### src/rtl/store_narrow_buf.sv
// -----------------------------------------------------------------------------
// store_narrow_buf
//
// Store buffer that narrows byte / halfword / word stores from the pipeline
// into lane-aligned, byte-enabled word writes, and queues them in FIFO order
// towards data memory.
//
// Parameters
//   DEPTH      number of buffered entries (power of two, 2..16)
//
// Ports
//   clk        rising-edge clock
//   rst        synchronous, active-high reset
//   st_valid   pipeline presents a store
//   st_ready   buffer accepts the store this cycle (count < DEPTH)
//   st_addr    byte address of the store
//   st_data    register value (low byte / halfword / word is stored)
//   st_size    00 byte, 01 halfword, 10 word, 11 reserved
//   mem_valid  head entry presented to data memory
//   mem_ready  memory consumes the head entry
//   mem_addr   word-aligned write address
//   mem_wdata  lane-aligned write data
//   mem_be     byte enables (bit n covers mem_wdata[8n+7:8n])
//   buf_empty  no entries held
//   st_fault   one-cycle pulse after a rejected store
//
// Build option
//   STBUF_MISALIGN_TRAP_EN  defined: misaligned halfword/word stores are
//                           rejected like a reserved size. Undefined: the
//                           low address bits are forced to alignment and the
//                           store is buffered.
// -----------------------------------------------------------------------------
module store_narrow_buf #(
    parameter int DEPTH = 4
) (
    input  logic        clk,
    input  logic        rst,
    input  logic        st_valid,
    output logic        st_ready,
    input  logic [31:0] st_addr,
    input  logic [31:0] st_data,
    input  logic [1:0]  st_size,
    output logic        mem_valid,
    input  logic        mem_ready,
    output logic [31:0] mem_addr,
    output logic [31:0] mem_wdata,
    output logic [3:0]  mem_be,
    output logic        buf_empty,
    output logic        st_fault
);

    localparam int AW = $clog2(DEPTH);
    localparam int CW = AW + 1;

    // Handshakes: a transfer happens on a rising edge where valid && ready.
    // Store side: st_ready depends only on registered occupancy, so a store
    // that is offered while the buffer is full simply waits. Memory side:
    // the head entry is held stable until mem_ready is seen with mem_valid.

    logic [AW-1:0] wr_ptr;
    logic [AW-1:0] rd_ptr;
    logic [CW-1:0] count;
    logic          fault_q;

    logic [29:0] addr_mem [DEPTH];
    logic [31:0] data_mem [DEPTH];
    logic [3:0]  be_mem   [DEPTH];

    logic [31:0] n_wdata;
    logic [3:0]  n_be;
    logic        bad;
    logic        st_accept;
    logic        push;
    logic        pop;

    // Lane narrowing. Bits above the stored width are dropped silently.
    always_comb begin
        n_wdata = '0;
        n_be    = '0;
        bad     = 1'b0;
        case (st_size)
            2'b00: begin
                n_wdata = {4{st_data[7:0]}};
                n_be    = 4'b0001 << st_addr[1:0];
            end
            2'b01: begin
`ifdef STBUF_MISALIGN_TRAP_EN
                bad     = st_addr[0];
`endif
                // Only addr[1] picks the half, which is the same as
                // clearing a misaligned bit 0.
                n_wdata = {2{st_data[15:0]}};
                n_be    = st_addr[1] ? 4'b1100 : 4'b0011;
            end
            2'b10: begin
`ifdef STBUF_MISALIGN_TRAP_EN
                bad     = |st_addr[1:0];
`endif
                n_wdata = st_data;
                n_be    = 4'b1111;
            end
            default: begin
                bad     = 1'b1;
            end
        endcase
    end

    assign st_ready  = (count < CW'(DEPTH));
    assign buf_empty = (count == '0);
    assign mem_valid = !buf_empty;

    // A rejected store still completes its handshake but writes nothing.
    assign st_accept = st_valid && st_ready;
    assign push      = st_accept && !bad;
    assign pop       = mem_valid && mem_ready;

    // Outputs are zero while nothing is held so stale array contents
    // (including entries discarded by reset) are never visible.
    assign mem_addr  = mem_valid ? {addr_mem[rd_ptr], 2'b00} : 32'h0;
    assign mem_wdata = mem_valid ? data_mem[rd_ptr] : 32'h0;
    assign mem_be    = mem_valid ? be_mem[rd_ptr] : 4'h0;
    assign st_fault  = fault_q;

    always_ff @(posedge clk) begin
        if (rst) begin
            wr_ptr  <= '0;
            rd_ptr  <= '0;
            count   <= '0;
            fault_q <= 1'b0;
        end else begin
            fault_q <= st_accept && bad;
            // Pointers wrap naturally because DEPTH is a power of two.
            if (push) wr_ptr <= wr_ptr + AW'(1);
            if (pop)  rd_ptr <= rd_ptr + AW'(1);
            case ({push, pop})
                2'b10:   count <= count + CW'(1);
                2'b01:   count <= count - CW'(1);
                default: count <= count;
            endcase
        end
    end

    // Storage array carries no reset; occupancy alone decides validity.
    always_ff @(posedge clk) begin
        if (push && !rst) begin
            addr_mem[wr_ptr] <= st_addr[31:2];
            data_mem[wr_ptr] <= n_wdata;
            be_mem[wr_ptr]   <= n_be;
        end
    end

endmodule

### config.mk
export PLATFORM = sky130hd
export DESIGN_NAME = store_narrow_buf
export DESIGN_NICKNAME = d
export VERILOG_FILES = /design/src/rtl/store_narrow_buf.sv
export SDC_FILE = /design/constraint.sdc
export NUM_CORES = 1
export LEC_CHECK = 0
export BUFFER_PORTS_ARGS = -buffer_cell sky130_fd_sc_hd__buf_2
export CAP_MARGIN = 15
export CORE_MARGIN = 5
export CORE_UTILIZATION = 52
export DETAILED_ROUTE_END_ITERATION = 8
export GPL_TIMING_DRIVEN = 1
export HOLD_SLACK_MARGIN = 0.1
export PLACE_DENSITY = 0.81
export SYNTH_ARGS = -nofsm -noshare
export SYNTH_HDL_FRONTEND = slang
export SYNTH_SLANG_ARGS = --single-unit
### constraint.sdc
create_clock -name clk -period 2.6 [get_ports clk]
set_input_delay 0.26 -clock clk [delete_from_list [all_inputs] [get_ports clk]]
set_output_delay 0.26 -clock clk [all_outputs]
set_load 0.005 [all_outputs]
Word-level counts from Yosys, hierarchy flattened
Memories as Yosys holds them, arrays and structs flattened. A register that Yosys moved wholly into a read port is not among the register bits.
Cells that the tools add are included.
{"block": "word_totals", "wordCells": 44, "input_bits": 70, "reg_bits": 8, "n_memories": 3, "ramBits": 264}
{"memory": "data_mem", "words": 4, "width": 32, "read_ports": 1, "rd_ports_with_merged_regs": 1, "write_ports": 1, "line": "66", "text": "logic [31:0] data_mem [DEPTH];"}
{"memory": "addr_mem", "words": 4, "width": 30, "read_ports": 1, "rd_ports_with_merged_regs": 1, "write_ports": 1, "line": "65", "text": "logic [29:0] addr_mem [DEPTH];"}
{"memory": "be_mem", "words": 4, "width": 4, "read_ports": 1, "rd_ports_with_merged_regs": 1, "write_ports": 1, "line": "67", "text": "logic [3:0] be_mem [DEPTH];"}
{"block": "op_classes", "n_reduce_logical": 11, "add_sub_neg": 4, "magnitude_cmp": 1, "shift": 1, "eq_ne": 4, "muxes": 16}
{"cell": "one-hot mux 32 bit (3 select lines)", "n": 1}
{"cell": "2-to-1 mux 32 bit", "n": 2}
{"cell": "2-to-1 mux 2 bit", "n": 6}
{"cell": "one-hot mux 4 bit (3 select lines)", "n": 1}
{"cell": "2-to-1 mux 4 bit", "n": 2}
{"cell": "one-hot mux 3 bit (2 select lines)", "n": 1}
{"cell": "logical AND 1 bit", "n": 5}
{"cell": "adder 2 x 1 -> 2 bit, second input constant", "n": 2}
{"cell": "== test 2 x 1 -> 1 bit, second input constant", "n": 2}
{"cell": "== test 2 bit, second input constant", "n": 2}
{"cell": "left shift 1 x 2 -> 4 bit, first input constant", "n": 1}
{"cell": "adder 3 x 1 -> 3 bit, second input constant", "n": 1}
{"cell": "logical NOT 3 bit", "n": 1}
{"cell": "less-than comparator 3 bit, second input constant", "n": 1}
{"cell": "2-to-1 mux 1 bit", "n": 3}
{"cell": "OR reduction 3 bit", "n": 1}
{"cell": "subtractor 3 x 1 -> 3 bit, second input constant", "n": 1}
{"cell": "logical NOT 1 bit", "n": 2}
{"cell": "logical NOT 2 bit", "n": 1}
{"cell": "nonzero test 2 bit", "n": 1}

Longest topological paths before layout
{"block": "logic_depth", "depth_word": 6, "mapped_depth": 9}

Worst setup path before layout
OpenSTA, ideal clock, no wires.
{"block": "synth_timing", "path_type": "in2reg", "start": "input port st_size[1]", "end": "memory addr_mem[2][0], enable pin", "stages": 4, "arrival_time_ns": 2.406, "slack_ns": -0.237, "t_required_ns": 2.169, "setup_time_ns": 0.431, "cell_sequence": "buf_2 > and2_1 > nor3_1 > and2_1"}
{"block": "synth_between", "elab_chain_len": 6}
{"item": "start, declared", "line": "42", "text": "input logic [1:0] st_size,"}
{"item": "== test 2 bit, or another cell as far along", "line": "81", "text": "case (st_size)"}
{"item": "OR reduction 3 bit (no line) (*)"}
{"item": "logical AND 1 bit (*)", "line": "114", "text": "assign push = st_accept && !bad;"}
{"item": "logical AND 1 bit (*)", "line": "145", "text": "if (push && !rst) begin"}
{"item": "2-to-1 mux 1 bit (*)", "line": "145"}
{"item": "2-to-1 mux 1 bit (not written as such) (*)", "line": "146", "text": "addr_mem[wr_ptr] <= st_addr[31:2];"}
{"item": "end, declared", "line": "65"}
Every way passes the cells marked *; elsewhere a longest branch is shown, timed or not.

==> results by group <==
Status
  • Status: complete, no violations

Die
  • Core Area: 20900 um2
  • Full die area: 24000 um2
  • Die Wd: 155 um
  • IO Count: 142
  • Die Y: 155 um
  • Num rows: 53
  • Initial Util: 52.4%

STA
  • Slew Limit Fails: 0
  • TNS Setup: 0 ns
  • Slew HR: 56.3%
  • RSZ-0062 raised after global routing: no
  • Final setup skew: 0.0104 ns
  • Final hold vios: 0
  • Slew @ Worst Pin: 0.656 ns
  • Final setup fails: 0
  • Maximum clock frequency: 409 MHz
  • Post-route worst setup slack: 0.155 ns
  • Minimum clock period: 2.45 ns
  • Crit share post-route: 94.1%

Synthesis
  • Post-synthesis xor/xnor area fraction: 0.160%
  • Post-synthesis simple-gate area fraction: 5.90%
  • Netlist cell types: 26
  • Post-Syn Area: 10900 um2
  • Synth area leader: edfxtp_1
  • Post-synth EDFFs: 264
  • Synth Warn #: 0
  • Fraction of registers with async set/reset: 0%
  • Post-Synthesis Cells: 559
  • Count leader, synth: edfxtp_1
  • Adder-Cell Fraction of Synth Area: 0.755%
  • Main combinational cell family by area after synthesis: multiplexers
  • FF+latch count, synth: 274
  • Top FF cell, synth: edfxtp_1
  • Synth top area share: 72.5%
  • Post-synthesis mux area share: 14.3%
  • Sequential fraction of the synthesis area: 74.3%
  • Avg Cell Area, Syn: 19.6 um2
  • Top cells by count, synth: 264 x edfxtp_1, 75 x and2_1, 66 x mux4_2
  • Synth area leaders: edfxtp_1 72%, mux4_2 14%, and2_1 4.3%, dfxtp_1 1.8%, a21o_1 1.1%
  • Synth Area in Compound Gates: 2.35%

Critical path
  • CP arrival: 2.19 ns
  • Reg2Reg Launch Point: count[2]$_SDFFE_PP0P_
  • Worst Path Max Fanout: 41
  • CP Data Required Time: 2.34 ns
  • Worst R2R End: count[2]$_SDFFE_PP0P_
  • R2R setup slack: 0.42 ns
  • Worst Reg-to-Reg Cells: 8
  • Crit path capture type: primary output
  • Setup CP Type: reg2out
  • CP startpoint kind: register

Finish
  • Layout cells sized above 1: 35.0%
  • Final net count: 828
  • Layout Cells excl Fill: 1047
  • ANT cells: 0
  • P&R area growth vs syn: 22.3%

Pwr
  • Peak VDD IR: 0.000662 V
  • Standby leakage power: 4.79 nW
  • Power density over cell area: 911 nW/um2

Detailed routing
  • WL final: 22.8 mm
  • Wire per inst: 21.8 um
  • Drt initial violations: 425
  • Drt first pass iters: 5
  • # DRC: 0
  • Vias/cell: 5.63
  • Via count: 5890
  • Post-route ant nets: 0

GRT
  • First-pass GRT wire length: 35.4 mm
  • Grt total ovfl: 0
  • Initial antenna violation count: 2
  • Gr usage total: 19.1%
  • Largest net degree at the start of global routing: 70
  • Vias in the first global route: 6312

CTS
  • Maximum clock insertion buffer count: 3
  • Worst-skew pair later-pin latency: 0.53 ns
  • CTS buffer count: 27
  • CTS tree: built
  • # H-tree levels: 1
  • Clock tree root driver cell: clkbuf_16
  • Clk pin slew, worst setup/hold paths: 0.06 ns
  • Clock sink count: 274

Placement
  • Hpwl dp: 14.1 mm
  • Place WS: 0.345 ns
  • PortBufs: 139
  • GPL Wtd Cong: 0.824
  • Placed insts: 956

Hold path
  • WHS Endpoint: data_mem[2][27]$_DFFE_PP_
  • Hold Startpoint: st_data[27]
  • Hold Path Cell Cnt: 2
  • Hold Crit Class: in2reg

Run
  • Max Cap Viol: 0
## layout by cell type, fill, tap and decap left out
cell	Yosys	layout
edfxtp_1	264	264
buf_2	15	139
and2_1	75	71
mux4_2	66	66
dlygate4sd3_1	0	39
clkbuf_16	0	27
nor2_1	19	19
a21o_1	16	16
inv_1	14	14
o21ai_0	13	13
buf_12	0	11
a21oi_1	9	9
nand2_1	8	8
mux2i_1	8	8
dfxtp_1	10	8
clkinv_2	0	6
clkinv_1	0	6
buf_4	2	6
ha_1	5	5
bufinv_16	0	5
and2_4	0	4
nand2b_1	3	3
a22o_1	3	3
nand3_1	3	3
nor2b_1	2	2
nor3_1	2	2
xor2_1	2	2
or3_1	3	2
dfxtp_4	0	2
conb_1	1	2
clkbuf_1	9	2
clkinvlp_4	0	2
or3_2	0	1
fa_1	1	1
inv_6	0	1
## layout make-up
cell class | instances | area (um2)
clock buffers | 29 | 683
clock inverters | 20 | 226
fillers | 1412 | 7510
inverters | 14 | 52.6
multi-input cells | 240 | 2590
flip-flops and latches | 274 | 8140
well taps | 275 | 344
repair buffers | 195 | 1350
## metal layers
metal | vias to the layer above | GRT usage, % | routed length [um]
met5 | - | 0 | 28
met4 | 4 | 4.08 | 422
met3 | 42 | 4.48 | 1980
met2 | 289 | 31.7 | 11400
met1 | 2970 | 26.1 | 9050
li1 | 2585 | - | -
## worst max-delay path, cell delays in order (launching register included)
cell and delay [ns]:
dfxtp_4 0.60, buf_12 0.32, mux4_2 0.37, and2_1 0.21, buf_2 0.14
## state kept, by name (all words and copies together) (netlist names), named ones only
name and count:
data_mem 128, be_mem 16, rd_ptr 2, st_fault 1
count 3, addr_mem 120, wr_ptr 2
## what timing repair did
action | in CTS | in global routing
buffers inserted | 0 | 3
resized for setup | 0 | 0
endpoints found under the hold margin | 158 | 0
hold buffers | 39 | 0
endpoints found under the setup margin | 0 | 29
## how the worst max path moves through the flow
stage,startpoint,endpoint,slack [ns],depth (start not counted)
final,register,mem_be[1],0.15,4
after global routing,register,mem_be[1],0.1,4
after CTS,register,mem_be[1],0.02,4
after detailed placement,st_size[0],count[2]$_SDFFE_PP0P_,0.35,9
after global placement,st_size[0],count[2]$_SDFFE_PP0P_,0.49,9
after floorplan,st_size[1],addr_mem[0][0]$_DFFE_PP_,0.48,4
## metrics by stage
| stage | hold WS (ns) | util, % | total power, mW | instance area [um2] |
|---|---|---|---|---|
| floorplan | 0.359 | - | 7.12 | 10900 |
| detailed placement | 0.474 | 57.7 | 8.32 | 12100 |
| global route | 0.113 | 64.1 | 12.8 | 13400 |
| CTS | 0.107 | 63.9 | 12.3 | 13400 |
| global placement | 0.456 | 57.7 | 8.23 | 12100 |
| finish | 0.119 | 64.1 | 12.2 | 13400 |
## report_power, final
group | total, mW | switching [mW] | leakage [nW] | internal, mW
Combinational | 3.08 | 1.53 | 1.86 | 1.55
Sequential | 5.17 | 0.0982 | 2.49 | 5.07
Clock | 3.94 | 1.55 | 0.443 | 2.39
Total | 12.2 | 3.18 | 4.79 | 9.01
## cell families (layout without fill, tap and decap cells)
| group | count (synthesis) | after routing |
|---|---|---|
| xor gates and xnor gates | 2 | 2 |
| muxes | 74 | 74 |
| buffers and inverters | 46 | 258 |
| other | 1 | 2 |
| DFF | 274 | 274 |
| adders and majority gates | 6 | 6 |
| and+or+nand+nor | 115 | 115 |
| AOI/OAI and AO/OA | 41 | 41 |
No activity file was read; power rests on OpenSTA's default activity.
